<file path="config.mk">
export PLATFORM = sky130hd
export DESIGN_NAME = mac_accumulator_flat
export DESIGN_NICKNAME = d
export VERILOG_FILES = /design/src/rtl/mac_accumulator_if.sv /design/src/rtl/mac_accumulator.sv /design/src/flat_wrapper.sv
export SDC_FILE = /design/constraint.sdc
export NUM_CORES = 1
export LEC_CHECK = 0
export CORE_UTILIZATION = 25
export DETAILED_ROUTE_END_ITERATION = 12
export SLEW_MARGIN = 20
export SYNTH_ARGS = -nofsm -noshare
export SYNTH_HDL_FRONTEND = slang
export SYNTH_SLANG_ARGS = --single-unit
</file>
<file path="constraint.sdc">
create_clock -name clk -period 3.54 [get_ports clk]
set_clock_uncertainty 0.05 [all_clocks]
set_input_delay 0.885 -clock clk [delete_from_list [all_inputs] [get_ports clk]]
set_output_delay 0.885 -clock clk [all_outputs]
set_load 0.01 [all_outputs]
</file>
<file path="src/rtl/mac_accumulator_if.sv">
// Handshake bundle for the MAC accumulate stage: product stream in, window result out.
// The accumulator uses the slave view; the feeding datapath / consumer side uses master.
interface mac_accumulator_if #(
   parameter int PW = 14,
   parameter int OW = 16
);
   logic                 in_valid;
   logic                 in_ready;
   logic signed [PW-1:0] in_prod;
   logic                 out_valid;
   logic                 out_ready;
   logic signed [OW-1:0] out_data;
   logic                 out_sat;

   modport master (
      output in_valid, in_prod, out_ready,
      input  in_ready, out_valid, out_data, out_sat
   );

   modport slave (
      input  in_valid, in_prod, out_ready,
      output in_ready, out_valid, out_data, out_sat
   );
endinterface

</file>
<file path="src/rtl/mac_accumulator.sv">
// Signed windowed accumulator: sums LEN products per window into a double-buffered result.
// Optional saturation of the window sum to OW bits is enabled by MAC_ACCUMULATOR_SAT_EN.
module mac_accumulator #(
   parameter int PW  = 14,
   parameter int AW  = 24,
   parameter int OW  = 16,
   parameter int LEN = 9
) (
   input  logic             clk,
   input  logic             rst_n,
   input  logic             clr,
   mac_accumulator_if.slave bus
);
   localparam int CW = (LEN > 1) ? $clog2(LEN) : 1;
   localparam logic [CW-1:0] LAST = CW'(LEN - 1);

   logic signed [AW-1:0] acc;
   logic signed [AW-1:0] prod_ext;
   logic signed [AW-1:0] sum;
   logic [CW-1:0]        cnt;
   logic                 last_beat;
   logic                 accept;
   logic                 load;
   logic signed [OW-1:0] fmt_data;
   logic                 fmt_sat;
   logic signed [OW-1:0] out_data_q;
   logic                 out_sat_q;
   logic                 out_valid_q;

   assign prod_ext  = AW'(bus.in_prod);
   assign sum       = acc + prod_ext;
   assign last_beat = (cnt == LAST);

   // Only the closing beat of a window can be held off by an unconsumed result.
   assign bus.in_ready = ~clr & ~(last_beat & out_valid_q & ~bus.out_ready);
   assign accept       = bus.in_valid & bus.in_ready;
   assign load         = accept & last_beat;

`ifdef MAC_ACCUMULATOR_SAT_EN
   localparam logic signed [AW-1:0] SAT_MAX = AW'((longint'(1) <<< (OW - 1)) - 1);
   localparam logic signed [AW-1:0] SAT_MIN = -SAT_MAX - AW'(1);

   always_comb begin
      fmt_data = sum[OW-1:0];
      fmt_sat  = 1'b0;
      if (sum > SAT_MAX) begin
         fmt_data = SAT_MAX[OW-1:0];
         fmt_sat  = 1'b1;
      end else if (sum < SAT_MIN) begin
         fmt_data = SAT_MIN[OW-1:0];
         fmt_sat  = 1'b1;
      end
   end
`else
   always_comb begin
      fmt_data = sum[OW-1:0];
      fmt_sat  = 1'b0;
   end
`endif

   always_ff @(posedge clk or negedge rst_n) begin
      if (!rst_n) begin
         acc <= '0;
         cnt <= '0;
      end else if (clr) begin
         acc <= '0;
         cnt <= '0;
      end else if (accept) begin
         if (last_beat) begin
            acc <= '0;
            cnt <= '0;
         end else begin
            acc <= sum;
            cnt <= cnt + CW'(1);
         end
      end
   end

   // A fresh result wins over a same-cycle consume, keeping out_valid high.
   always_ff @(posedge clk or negedge rst_n) begin
      if (!rst_n) begin
         out_valid_q <= 1'b0;
         out_data_q  <= '0;
         out_sat_q   <= 1'b0;
      end else if (load) begin
         out_valid_q <= 1'b1;
         out_data_q  <= fmt_data;
         out_sat_q   <= fmt_sat;
      end else if (bus.out_ready) begin
         out_valid_q <= 1'b0;
      end
   end

   assign bus.out_valid = out_valid_q;
   assign bus.out_data  = out_data_q;
   assign bus.out_sat   = out_sat_q;
endmodule

</file>
<file path="src/flat_wrapper.sv">
// flat-port wrapper written by rule: the top's interface ports become plain ports
module mac_accumulator_flat 
#(
   parameter int PW  = 14,
   parameter int AW  = 24,
   parameter int OW  = 16,
   parameter int LEN = 9
)
  (clk, rst_n, clr, bus_in_valid, bus_in_prod, bus_out_ready, bus_in_ready, bus_out_valid, bus_out_data, bus_out_sat);
  mac_accumulator_if #(.PW(PW), .OW(OW)) bus_i ();
  input  logic clk;
  input  logic rst_n;
  input  logic clr;
  input wire logic [$bits(bus_i.in_valid)-1:0] bus_in_valid;
  input wire logic [$bits(bus_i.in_prod)-1:0] bus_in_prod;
  input wire logic [$bits(bus_i.out_ready)-1:0] bus_out_ready;
  output wire logic [$bits(bus_i.in_ready)-1:0] bus_in_ready;
  output wire logic [$bits(bus_i.out_valid)-1:0] bus_out_valid;
  output wire logic [$bits(bus_i.out_data)-1:0] bus_out_data;
  output wire logic [$bits(bus_i.out_sat)-1:0] bus_out_sat;
  assign bus_i.in_valid = bus_in_valid;
  assign bus_i.in_prod = bus_in_prod;
  assign bus_i.out_ready = bus_out_ready;
  assign bus_in_ready = bus_i.in_ready;
  assign bus_out_valid = bus_i.out_valid;
  assign bus_out_data = bus_i.out_data;
  assign bus_out_sat = bus_i.out_sat;
  mac_accumulator #(.PW(PW), .AW(AW), .OW(OW), .LEN(LEN)) u_core (.clk(clk), .rst_n(rst_n), .clr(clr), .bus(bus_i));
endmodule
</file>
# --- Yosys cells after proc, flatten, opt, wreduce, memory -nomap -nowiden ---
# Cells that the tools add are included.
# Widths: inputs -> output; s select.
word_totals:
  register_bits: 45
  input_bits: 19
  word_cells: 25
classes:
  add_sub_neg: 2
  eq_ne: 1
  muxes: 8
  n_bitwise: 8
  n_reduce_logical: 2
op_table:
  columns: ["op", "n"]
  rows:
  - ["$mux 24", 3]
  - ["$add 24x14->24", 1]
  - ["$mux 4", 3]
  - ["$and 1x1->1", 5]
  - ["$add 4x1->4 const B", 1]
  - ["$eq 4x4->1 const B", 1]
  - ["$reduce_bool 2->1", 2]
  - ["$not 1->1", 3]
  - ["$mux 1", 2]

# --- Longest topological paths before layout ---
logic_depth:
  word_depth: 8
  ltp_mapped: 10
  mapped_depth_nobuf: 8

# --- Worst setup path before layout ---
# Ideal clock, no wire load.
synth_path:
  path_type: "input -> register"
  from: "input port bus_in_prod[0]"
  to: "register u_core.out_data_q[8], in the netlist u_core.bus.out_data[8]"
  setup_time_ns: 0.125
  arrival_time_ns: 2.672
  t_required_ns: 3.365
  setup_slack_ns: 0.693
  stages: 8
  path_buffers: 0
  cell_sequence: "ha_1 -> fa_1 -> a21oi_2 -> and4b_1 -> o21a_1 -> a21bo_1 -> xor2_1 -> mux2_2"
synth_via:
  elab_chain_cells: 1
synth_rtl:
  columns: ["item", "line_no", "text"]
  rows:
  - ["from (decl)", "flat_wrapper.sv:15", "input wire logic [$bits(bus_i.in_prod)-1:0] bus_in_prod;"]
  - ["$add 24x14->24", "mac_accumulator.sv:31", "assign sum = acc + prod_ext;"]
  - ["to (signal assigned)", "mac_accumulator.sv:87", "out_data_q <= fmt_data;"]
  - ["to (decl)", "mac_accumulator.sv:26", "logic signed [OW-1:0] out_data_q;"]
# No other way between the ends.
# A chain may end at the register's enable or synchronous reset.

# --- Final worst setup path ---
# Ends and elaborated chain as after synthesis.

==> run metrics <==
post-route clock period utilization=roughly 88%; Post-Route WL=4800 µm; clk sink count=37; Combinational Power Share=29.9%; clock share of power=27.0%; Req. time, crit path=3.66 ns; final instance area=2740 µm²; Routed wire per std cell=13.8 µm; Worst EP arrival=3.23 ns; ANT cells=0; Worst Setup Slack, final=between 0.4 and 0.5 ns; fin util=32.8%; Worst-Margin Slew=0.847 ns; fin crit period=3.11 ns; net switching power=338 µW; average size of a mapped cell=approximately 11 µm²; top cells by area, synth=dfrtp_1 43%, ha_1 9.8%, mux2_2 7.8%; area growth from synthesis to layout=25.7%; setup bufs post-CTS=0; Post-Syn Area=around 2200 µm²; DR iter-0 viols=40; Pwr Density=404 nW/µm²; Worst R2R Path Depth=8; Die Span X=about 95 µm; Tot Pwr=1.10 mW; crit-path max FO=4; status=completed; register bit total from synthesis=37; largest net degree at the start of global routing=38; Setup crit end=u_core.bus.out_data[8]; global-route wire length before repair=around 8200 µm; Unique masters post-synth=44; hpwl dp=3470 µm; cts bufs inserted=5; Static Leak=between 1 and 1.5 nW; Setup Crit Path Kind=primary input to register; Ys Warns=0; Slowest cell on crit path=fa_1; relative slew slack=a little over two fifths; setup violators final=0; Clock Latency Late Sink=0.28 ns; # IOs=38; TritonCTS clock tree=yes; final hold viol count=0; Flop pwr share=43.1%; fraction of layout cells with a size suffix above 1=~13%; remaining global-route overflow=0; Post-DRT Antenna Nets=0; routed vias/inst=4.71; residual DRC count=0; clock root cell=clkbuf_8; H-tree depth=2; r2r setup slk=1.06 ns; CTS resizes=0; Max-cap violations=0; Cells after DPL=about 340; FMAX=approximately 0.32 GHz; Worst VDD drop=between 0.00015 and 0.0002 V; most frequent cells in the layout=37 x dfrtp_1, 35 x clkdlybuf4s50_1, 17 x ha_1, 15 x mux2_2, 15 x o21ai_0; Critical Path End Type=register; Net Sw Frac=30.6%; vias in the first global route=~1,800; HP Class=register to register; startpoint types=primary input; WHS=0.459 ns; most common cell after layout, fill and taps aside=dfrtp_1; fin cells=348; first-pass detailed-route iteration total=4; Crit path max-delay family=adder cells; reg2reg end=u_core.bus.out_data[8]; Yosys top cell area share=42.5%; cell depth of the worst setup path=9; Clk pin slew, worst setup/hold paths=approximately 0.070 ns; initial antenna violation count=0; post-synth top area cell=dfrtp_1; Die ar.=roughly 9000 µm²; GRT Util Overall=11.5%; Post-DP Area=2650 µm²; post-synthesis sequential area ratio=between 40% and 50%; RSZ-0062 raised after global routing=no; Setup WS pre-CTS=0.142 ns; # hold bufs at CTS=0; crit-path max cell delay=0.43 ns; core box area=about 8300 µm²; CP bufs+invs=1; routed vias=1,639; crit path launch=bus_in_prod[0]; setup TNS=0 ns; IO Port Bufs=36; Die Ht=between 90 and 100 µm; number of max-slew violations in the final report=0; reg2reg start=u_core.acc[0]; fin nets=280; Starting Density=between 20% and 30%; Longest Clk Path Bufs=2; Syn Inst Count=203; syn_nets=240; RePlAce Congestion=0.780; critical-path cell list=clkdlybuf4s50_1, ha_1, fa_1, a21oi_2, and4b_1, o21a_1, a21bo_1, xor2_1, mux2_2; P_int=766 µW; FP Rows=33
## cell usage after synthesis, drive strengths merged
cell      n
nand2    13
or2       1
and4      1
mux2i     1
dfrtp    37
a21boi    1
a41oi     1
inv       4
o21a      1
nand2b    2
a21o      4
fa        1
o211ai    3
a2bb2oi   1
a21bo     1
a22o     14
o21ai    16
nor4b     1
xnor3     1
a221oi    1
and3      1
nand3     1
nand4     1
a31o      1
nor2b     4
nor2     14
a21oi    17
ha       17
o21bai    1
xor2      4
conb      1
clkbuf    1
a211oi    3
and4b     1
mux2     15
nor3      3
xnor2     7
buf       5
nor3b     1
## final cells by class
cell class | instances | area [µm²]
Fill cell | 869 | 5600
Multi-Input combinational cell | 156 | 1200
Sequential cell | 37 | 926
Timing Repair Buffer | 39 | 378
Tap cell | 105 | 131
Clock buffer | 7 | 86.3
Inverter | 4 | 15.0
## cells by family after synthesis
group / share of synthesized area, %
multiplexers: 8.22
buffers and inverters: 2.36
flip-flops: 42.5
AO/OA/AOI/OAI: 20.7
XOR/XNOR: 5.46
other: 0.172
AND/OR/NAND/NOR: 9.83
adder cells (fa/ha/maj): 10.7
## how the worst min path moves through the flow
stage	slack, ns	cells past startpoint	endpoint	startpoint
3_5_place_dp	0.44	1	u_core.bus.out_data[3]	u_core.bus.out_data[3]
5_1_grt	0.48	1	u_core.acc[5]	u_core.acc[5]
4_1_cts	0.47	1	u_core.acc[3]	u_core.acc[3]
2_1_floorplan	0.40	2	u_core.acc[14]	u_core.acc[14]
6_report	0.46	1	u_core.acc[5]	u_core.acc[5]
3_3_place_gp	0.42	2	u_core.acc[14]	u_core.acc[14]
## power groups by stage
stage               clock, mW  combinational (mW)  sequential, mW
floorplan                   0               0.250           0.478
global placement            0               0.329           0.483
detailed placement          0               0.332           0.484
CTS                     0.312               0.333           0.476
global route            0.323               0.373           0.482
finish                  0.298               0.330           0.476
## sequential cells by signal, summed over array words and instances, names as in the netlist
signal,count
u_core.acc,16
u_core.bus.out_data,16
u_core.bus.out_valid,1
u_core.cnt,4
## per-layer routing
layer	share of wire, %	global-route usage [%]	wire length (µm)
met1	47	14.2	2250
met2	47	19.3	2260
met3	5.8	3.43	279
met4	0.42	3.41	20
met5	0	0	0
No activity file was read; power rests on OpenSTA's default activity.
